File: src/rtl/cpu_ctrl_pkg.sv
// Shared definitions for the CPU control unit: opcodes, T-state encodings and
// the control word that the microcode sequencer drives into the datapath.
package cpu_ctrl_pkg;

  localparam int T_STATES = 6;

  typedef logic [T_STATES-1:0] tstate_t;

  localparam tstate_t T1 = 6'b000001;
  localparam tstate_t T2 = 6'b000010;
  localparam tstate_t T3 = 6'b000100;
  localparam tstate_t T4 = 6'b001000;
  localparam tstate_t T5 = 6'b010000;
  localparam tstate_t T6 = 6'b100000;

  localparam logic [7:0] OP_NOP    = 8'h00;
  localparam logic [7:0] OP_LDA    = 8'h01;
  localparam logic [7:0] OP_ADD    = 8'h02;
  localparam logic [7:0] OP_SUB    = 8'h03;
  localparam logic [7:0] OP_STA    = 8'h04;
  localparam logic [7:0] OP_OUT    = 8'h05;
  localparam logic [7:0] OP_JMP    = 8'h06;
  localparam logic [7:0] OP_MVI_B  = 8'h07;
  localparam logic [7:0] OP_MOV_BA = 8'h08;
  localparam logic [7:0] OP_HLT    = 8'h0A;

  typedef struct packed {
    logic count_pc;
    logic clear_pc;
    logic enable_pc;
    logic load_pc;
    logic load_mar;
    logic ce_ram;
    logic we_ram;
    logic load_mdr_reg;
    logic enable_mdr_reg;
    logic load_inst_reg;
    logic enable_inst_reg;
    logic clear_inst_reg;
    logic load_accum;
    logic enable_accum;
    logic enable_alu;
    logic sub_mode;
    logic load_b_reg;
    logic enable_b_reg;
    logic load_c_reg;
    logic enable_c_reg;
    logic load_temp_reg;
    logic load_output_reg;
    logic extended_fetch;
    logic enable_ring_counter;
    logic hlt_clk;
  } ctrl_word_t;

endpackage

File: src/rtl/t_state_counter.sv
// One-hot T-state ring with a sticky halt flag; clear returns it to T1 and
// only clear can release a halt.
//
//   state      | meaning
//   T1..T6     | ring_q one-hot, halted_q = 0, stepping the instruction
//   HALT       | ring_q = 0, halted_q = 1, frozen until clear
module t_state_counter
  import cpu_ctrl_pkg::*;
#(
  parameter int T_WIDTH = 6
) (
  input  logic               clk,
  input  logic               clear,
  input  logic               advance,
  input  logic               restart,
  input  logic               halt,
  output logic [T_WIDTH-1:0] t_state,
  output logic               halted
);

  logic [T_WIDTH-1:0] ring_q, ring_d;
  logic               halted_q, halted_d;

  always_comb begin
    ring_d   = ring_q;
    halted_d = halted_q;
    if (!halted_q) begin
      if (halt) begin
        ring_d   = '0;
        halted_d = 1'b1;
      end else if (restart) begin
        ring_d = T_WIDTH'(1);
      end else if (advance) begin
        ring_d = {ring_q[T_WIDTH-2:0], 1'b0};
      end
    end
  end

  always_ff @(posedge clk) begin
    if (clear) begin
      ring_q   <= T_WIDTH'(1);
      halted_q <= 1'b0;
    end else begin
      ring_q   <= ring_d;
      halted_q <= halted_d;
    end
  end

  assign t_state = ring_q;
  assign halted  = halted_q;

endmodule

File: src/rtl/microcode_sequencer.sv
// Opcode decoder for the 8-bit CPU: turns the registered T-state, halt flag
// and instruction register into the per-cycle datapath control word.
module microcode_sequencer
  import cpu_ctrl_pkg::*;
#(
  parameter int T_WIDTH = 6
) (
  input  logic               clk,
  input  logic               clear,
  input  logic [7:0]         instr,
  output logic [T_WIDTH-1:0] t_state,
  output logic               count_pc,
  output logic               clear_pc,
  output logic               enable_pc,
  output logic               load_pc,
  output logic               load_mar,
  output logic               ce_ram,
  output logic               we_ram,
  output logic               load_mdr_reg,
  output logic               enable_mdr_reg,
  output logic               load_inst_reg,
  output logic               enable_inst_reg,
  output logic               clear_inst_reg,
  output logic               load_accum,
  output logic               enable_accum,
  output logic               enable_alu,
  output logic               sub_mode,
  output logic               load_b_reg,
  output logic               enable_b_reg,
  output logic               load_c_reg,
  output logic               enable_c_reg,
  output logic               load_temp_reg,
  output logic               load_output_reg,
  output logic               extended_fetch,
  output logic               enable_ring_counter,
  output logic               hlt_clk
);

  logic [T_WIDTH-1:0] ring;
  logic               halted;
  logic               advance, restart, halt;
  logic               in_halt;
  tstate_t            ts;
  ctrl_word_t         cw;

  t_state_counter #(.T_WIDTH(T_WIDTH)) u_ring (
    .clk     (clk),
    .clear   (clear),
    .advance (advance),
    .restart (restart),
    .halt    (halt),
    .t_state (ring),
    .halted  (halted)
  );

  assign ts = ring[T_STATES-1:0];

  // HLT shows as halted already in its T3 cycle; the flag registers at that edge.
  assign in_halt = halted || (ts == T3 && instr == OP_HLT);

  always_comb begin
    cw      = '0;
    advance = 1'b0;
    restart = 1'b0;
    halt    = 1'b0;
    if (in_halt) begin
      cw.hlt_clk = 1'b1;
      halt       = !halted;
    end else begin
      cw.enable_ring_counter = 1'b1;
      case (ts)
        T1: begin
          cw.enable_pc = 1'b1;
          cw.load_mar  = 1'b1;
          advance      = 1'b1;
        end
        T2: begin
          cw.ce_ram        = 1'b1;
          cw.load_inst_reg = 1'b1;
          cw.count_pc      = 1'b1;
          advance          = 1'b1;
        end
        T3: begin
          restart = 1'b1;
          case (instr)
            OP_ADD: begin
              cw.enable_alu = 1'b1;
              cw.load_accum = 1'b1;
            end
            OP_SUB: begin
              cw.enable_alu = 1'b1;
              cw.load_accum = 1'b1;
              cw.sub_mode   = 1'b1;
            end
            OP_OUT: begin
              cw.enable_accum    = 1'b1;
              cw.load_output_reg = 1'b1;
            end
            OP_MOV_BA: begin
              cw.enable_accum = 1'b1;
              cw.load_b_reg   = 1'b1;
            end
            OP_LDA, OP_STA, OP_JMP, OP_MVI_B: begin
              cw.extended_fetch = 1'b1;
              cw.enable_pc      = 1'b1;
              cw.load_mar       = 1'b1;
              restart           = 1'b0;
              advance           = 1'b1;
            end
            default: ;
          endcase
        end
        T4: begin
          cw.extended_fetch = 1'b1;
          cw.ce_ram         = 1'b1;
          cw.load_mdr_reg   = 1'b1;
          cw.count_pc       = 1'b1;
          advance           = 1'b1;
        end
        T5: begin
          cw.extended_fetch = 1'b1;
          cw.enable_mdr_reg = 1'b1;
          restart           = 1'b1;
          case (instr)
            OP_LDA, OP_STA: begin
              cw.load_mar = 1'b1;
              restart     = 1'b0;
              advance     = 1'b1;
            end
            OP_JMP:   cw.load_pc    = 1'b1;
            OP_MVI_B: cw.load_b_reg = 1'b1;
            default: ;
          endcase
        end
        T6: begin
          restart = 1'b1;
          case (instr)
            OP_LDA: begin
              cw.ce_ram     = 1'b1;
              cw.load_accum = 1'b1;
            end
            OP_STA: begin
              cw.enable_accum = 1'b1;
              cw.we_ram       = 1'b1;
            end
            default: ;
          endcase
        end
        default: restart = 1'b1;
      endcase
    end
    if (clear) begin
      cw                = '0;
      cw.clear_pc       = 1'b1;
      cw.clear_inst_reg = 1'b1;
    end
  end

  assign t_state = (clear || in_halt) ? '0 : ring;

  assign count_pc            = cw.count_pc;
  assign clear_pc            = cw.clear_pc;
  assign enable_pc           = cw.enable_pc;
  assign load_pc             = cw.load_pc;
  assign load_mar            = cw.load_mar;
  assign ce_ram              = cw.ce_ram;
  assign we_ram              = cw.we_ram;
  assign load_mdr_reg        = cw.load_mdr_reg;
  assign enable_mdr_reg      = cw.enable_mdr_reg;
  assign load_inst_reg       = cw.load_inst_reg;
  assign enable_inst_reg     = cw.enable_inst_reg;
  assign clear_inst_reg      = cw.clear_inst_reg;
  assign load_accum          = cw.load_accum;
  assign enable_accum        = cw.enable_accum;
  assign enable_alu          = cw.enable_alu;
  assign sub_mode            = cw.sub_mode;
  assign load_b_reg          = cw.load_b_reg;
  assign enable_b_reg        = cw.enable_b_reg;
  assign load_c_reg          = cw.load_c_reg;
  assign enable_c_reg        = cw.enable_c_reg;
  assign load_temp_reg       = cw.load_temp_reg;
  assign load_output_reg     = cw.load_output_reg;
  assign extended_fetch      = cw.extended_fetch;
  assign enable_ring_counter = cw.enable_ring_counter;
  assign hlt_clk             = cw.hlt_clk;

endmodule

File: config.mk
export PLATFORM = sky130hd
export DESIGN_NAME = microcode_sequencer
export DESIGN_NICKNAME = d
export VERILOG_FILES = /design/src/rtl/cpu_ctrl_pkg.sv /design/src/rtl/t_state_counter.sv /design/src/rtl/microcode_sequencer.sv
export SDC_FILE = /design/constraint.sdc
export NUM_CORES = 1
export LEC_CHECK = 0
export CAP_MARGIN = 30
export CORE_MARGIN = 2
export CORE_UTILIZATION = 34
export CTS_CLUSTER_DIAMETER = 150
export CTS_CLUSTER_SIZE = 24
export DETAILED_ROUTE_END_ITERATION = 8
export PLACE_DENSITY = 0.78
export SYNTH_ARGS = -nofsm -noshare
export SYNTH_HDL_FRONTEND = slang
export SYNTH_SLANG_ARGS = --single-unit
File: constraint.sdc
create_clock -name clk -period 2.5 [get_ports clk]
set_clock_uncertainty 0.05 [all_clocks]
set_input_delay 0.5 -clock clk [delete_from_list [all_inputs] [get_ports clk]]
set_output_delay 0.5 -clock clk [all_outputs]
set_load 0.02 [all_outputs]
# [Yosys cells after proc, flatten, opt, wreduce, memory -nomap -nowiden]
# Index checks and enable logic that the tools add are counted.
[totals] out_inout_bits=31 ff_bits=7 memories=0 latch_bits=0 romBits=0 ramBits=0 word_cells=75
[op_classes] n_mul=0 shifts=0 addsub=0 reduce_logical=13 n_eq_ne=15 n_div=0 bitwise=1 n_mux=44 magnitude_cmp=0
[ops] operator="$eq 8x3->1 const B" n=4
[ops] operator="$mux 1" n=27
[ops] operator="$mux 25" n=1
[ops] operator="$mux 6" n=4
[ops] operator="$eq 8x2->1 const B" n=2
[ops] operator="$eq 8x4->1 const B" n=2
[ops] operator="$reduce_or 2->1" n=5
[ops] operator="$pmux 1 s3" n=3
[ops] operator="$eq 8x1->1 const B" n=1
[ops] operator="$mux 8" n=1
[ops] operator="$pmux 1 s2" n=4
[ops] operator="$eq 6x1->1 const B" n=1
[ops] operator="$eq 6x2->1 const B" n=1
[ops] operator="$eq 6x3->1 const B" n=1
[ops] operator="$eq 6x4->1 const B" n=1
[ops] operator="$eq 6x5->1 const B" n=1
[ops] operator="$eq 6x6->1 const B" n=1
[ops] operator="$mux 5" n=1
[ops] operator="$pmux 2 s2" n=1
[ops] operator="$reduce_or 4->1" n=1
[ops] operator="$mux 3" n=1
[ops] operator="$reduce_bool 3->1" n=1
[ops] operator="$reduce_or 3->1" n=1
[ops] operator="$logic_or 1x1->1" n=2
[ops] operator="other kinds (5)" n=5

# [Longest topological paths before layout]
[depth] depth_word=8 mapped_depth=7 depth_no_buf=5

# [By module]
# From an unflattened synthesis, not the netlist that was laid out.
[hier_totals] hier_cells=132 area_unflattened_um2=942.2
[by_module_without_submodules] mod="microcode_sequencer" cells_each=102 seq_area_each_um2=0.0 area_per_inst_um2=674.4 instances=1
[by_module_without_submodules] mod="t_state_counter" cells_each=30 seq_area_each_um2=140.1 area_per_inst_um2=267.8 instances=1

# [Worst setup path before layout]
# Ideal clock, no wire load.
[synth_timing] kind="reg-to-output" from="register u_ring.ring_q[0] (netlist: u_ring.t_state[0])" to="output load_accum" path_slack_ps=-542 stages_incl_launch_ff=5 t_arrival_ps=2492 n_path_buf=0 required_ps=1950 cell_sequence="dfxtp_1 > or4_1 > nor3b_2 > nand2_1 > a2111oi_0"
[synth_via] elab_chain_cells=5 word_cells_on_any_way=7 classes_between="2 x eq/ne; 3 x mux; 2 x reduce/logical"
[synth_lines] element="start, declared" line="t_state_counter.sv:21" rtl="logic [T_WIDTH-1:0] ring_q, ring_d;"
[synth_lines] element="start signal, assigned" line="t_state_counter.sv:44" rtl="ring_q <= ring_d;"
[synth_lines] element="branches (longest 3 deep; another with $eq 6x6->1)"
[synth_lines] element="$mux 5 *" line="microcode_sequencer.sv:66" rtl="if (in_halt) begin"
[synth_lines] element="$mux 25 *" line="microcode_sequencer.sv:152" rtl="if (clear) begin"
[synth_lines] element="end, declared" line="microcode_sequencer.sv:24" rtl="output logic load_accum,"
# Every way passes the cells marked *.

# [Final worst setup path]
[layout_timing] from="input instr[6]" to="output enable_accum"
[layout_via] elab_chain_cells=6 word_cells_on_any_way=12 classes_between="4 x eq/ne; 5 x mux; 3 x reduce/logical"
[layout_lines] element="start, declared" line="microcode_sequencer.sv:10" rtl="input logic [7:0] instr,"
[layout_lines] element="$eq 8x4->1 / $eq 8x3->1 (equally long branches)" line="microcode_sequencer.sv:85" rtl="case (instr)"
[layout_lines] element="$reduce_or 2->1 (no source line)"
[layout_lines] element="$mux 1" line="microcode_sequencer.sv:85"
[layout_lines] element="$pmux 2 s2" line="microcode_sequencer.sv:71" rtl="case (ts)"
[layout_lines] element="$mux 5 *" line="microcode_sequencer.sv:66"
[layout_lines] element="$mux 25 *" line="microcode_sequencer.sv:152"
[layout_lines] element="end, declared" line="microcode_sequencer.sv:25" rtl="output logic enable_accum,"
# Every way passes the cells marked *; elsewhere a longest branch is shown, timed or not.

==> summary.md <==
| Metric | Value |
|---|---|
| Outcome | `complete, but fails checks` |
| Violated checks | `negative setup slack` |
| Final setup TNS | `-7130 ps` |
| Hold endpoint | `u_ring.t_state[3]$_SDFFE_PP0P_` |
| ANT cells | `0` |
| DRT Pass-1 Iters | `4` |
| Max-slew violation count | `0` |
| Die X-Extent | `51.0 um` |
| Hold path start | `u_ring.t_state[3]$_SDFFE_PP0P_` |
| Critical Path RT | `1950 ps` |
| Clock transition at the registers of the reported paths | `50 ps` |
| Pleak | `0.668 nW` |
| Wire length per cell | `16.5 um` |
| Top post-synthesis cells by count | `nor2_1 (14), buf_4 (8), nand2_1 (8)` |
| Remaining DRCs | `0` |
| Number of global-route vias before repair | `1023` |
| Layout cells sized above 1 | `0.603` |
| Largest net degree at the start of global routing | `12` |
| Worst Path Class, Setup | `in -> out` |
| Hold/Removal Path Class | `reg -> reg` |
| 1st-iter DRT viols | `45` |
| Critical R2R Capture | `u_ring.t_state[0]$_SDFFE_PP1P_` |
| Initial antenna violation count | `0` |
| Peak Freq | `0.345 GHz` |
| Hold-critical path depth | `3` |
| Worst EP arrival | `2350 ps` |
| Drt total wl | `3320 um` |
| Endpoints failing setup | `24` |
| Yosys Warn Count | `0` |
| Port bufs | `35` |
| Row cnt | `16` |
| Final Hold Fails | `0` |
| Die ar. | `0.00260 mm^2` |
| Synth cell types | `44` |
| Final WS setup | `-402 ps` |
| Power per Cell Area | `277 mW/mm^2` |
| RSZ-0062 raised after global routing | `yes` |
| Num CTS Buffers | `3` |
| Final Instance Count excl. Fillers | `201` |
| First-pass GRT wire length | `4740 um` |
| Post-synth top area share | `0.187` |
| Placed cells | `191` |
| H-tree depth | `1` |
| Die H | `51.0 um` |
| Core area | `0.00202 mm^2` |
| DR vias | `1136` |
| Netlist Area Pre-Place | `749 um^2` |
| Top_reg_cell synth | `dfxtp_1` |
| Via/cell ratio | `5.65` |
| Final Util | `0.775` |
| Starting density of the core | `0.371` |
| CP max FO | `3` |
| FF-to-FF path depth | `5` |
| Root buffer cell | `clkbuf_4` |
| Seq/Total Area, Yosys | `0.187` |
| CP endpoint kind | `output pin` |
| GRT Overall Usage | `0.242` |
| Asr flop ratio synth | `0` |
| Syn_area_per_cell | `7.14 um^2` |
| Critical path launch point type | `primary input` |
| Post-DRT Antenna Nets | `0` |
| VDD IR max | `0.234 mV` |
| Final hold slack | `580 ps` |
| Total grt overflow | `0` |
| Synth Instances | `105` |
| CTS Sinks | `7` |
| Max cap viols | `0` |
| DP Wirelength | `1980 um` |
| Reg2reg setup slack | `340 ps` |
| Number of synthesized flops with an enable pin | `0` |
| Synth area leaders | `dfxtp_1 (19%), buf_4 (8.0%), nor2_1 (7.0%)` |
| Most common cell in the netlist | `nor2_1` |
| Routability cong. | `0.854` |
| Tcrit/Tclk final | `1.16` |
| Ports | `41` |
| CTS tree | `done` |
| Clk_lat worst skew | `260 ps` |
| Worst r2r src | `u_ring.t_state[0]$_SDFFE_PP1P_` |
| Max clock buf depth | `2` |
| #FFs+latches synth | `7` |
| Layout net count | `185` |
| Area grow syn2layout | `109%` |
| Cell taking the most area after synthesis | `dfxtp_1` |
| Min cycle time layout | `2900 ps` |
| Hold-fix buffers, CTS | `0` |
through the flow:
step	worst slack (ps)	cell area [um^2]	total power (W)
global placement	-1130	1360	0.000284
global route	-436	1570	0.000459
floorplan	-321	807	0.000212
detailed placement	-1150	1360	0.000287
finish	-402	1570	0.000434
CTS	-398	1440	0.000404
report_power, final:
group / internal (W) / total (W) / leakage [nW] / switching [W]
logic: 0.0000984 / 0.000204 / 0.596 / 0.000106
registers: 0.000117 / 0.000121 / 0.0570 / 0.00000375
clock network: 0.0000613 / 0.000109 / 0.0150 / 0.0000478
total: 0.000277 / 0.000434 / 0.668 / 0.000157
area by class of cell:
type	instances	area, um^2
inverter	4	17.5
tap	27	33.8
multi-input combinational	84	681
timing repair buffer	75	669
fill	130	454
clock buffer	4	26.3
sequential	7	140
metal layers:
| layer | vias up | share of wire | routed length (um) | GRT usage |
|---|---|---|---|---|
| met3 | 14 | 0.059 | 197 | 0.0526 |
| met2 | 72 | 0.50 | 1670 | 0.405 |
| met1 | 544 | 0.41 | 1370 | 0.294 |
| met5 | - | 0 | 0 | 0 |
| li1 | 506 | - | - | - |
| met4 | 0 | 0.025 | 84 | 0.108 |
state kept, by name, indices dropped and copies added, names as in the netlist:
register and cells:
u_ring.t_state 6, u_ring.halted 1
worst max-delay path, stage by stage:
cell and delay [ps]:
buf_6 90, or4_4 530, or3b_4 430, or4b_4 520, a21oi_4 150, buf_6 130
worst max path at each step:
stage                                               from              to  slack [ps]
after floorplan                                 instr[5]          we_ram        -320
after global placement                          instr[5]    enable_accum       -1130
after detailed placement                        instr[5]    enable_accum       -1150
after CTS                                       instr[6]  extended_fetch        -400
after global routing      u_ring.t_state[0]$_SDFFE_PP1P_  extended_fetch        -440
final                                           instr[6]    enable_accum        -400
cell families (layout without fill, tap and decap cells):
family / count (synthesis) / in the layout / synth area share
buffers and inverters: 18 / 83 / 0.134
AO/OA/AOI/OAI: 18 / 18 / 0.180
flip-flops: 7 / 7 / 0.187
AND/OR/NAND/NOR: 57 / 57 / 0.442
other: 1 / 5 / 0.00500
multiplexers: 2 / 2 / 0.0284
XOR/XNOR: 2 / 2 / 0.0234
layout by cell type (no fill, tap or decap), types with 2 or more instances in the layout:
cell             count
conb_1               5
nor2_2               3
clkdlybuf4s50_1      5
a21oi_4              2
dfxtp_1              7
nand3_1              4
or4_1                2
inv_1                3
and2_4               5
nand2_1              8
nor3b_2              2
nor3_1               3
buf_2                4
xor2_1               2
or3b_2               2
a31oi_1              2
nor3_2               2
buf_6               22
nor2_1               8
buf_4               40
nor2_4               3
a21oi_2              2
clkbuf_4             3
timing repair:
item,in CTS,in global routing
setup endpoints to repair,24,24
cloned,1,0
setup buffers,2,3
pin swaps,12,6
resized for setup,164,24
endpoints found under the hold margin,0,0
(Power assumes the default switching activity.)
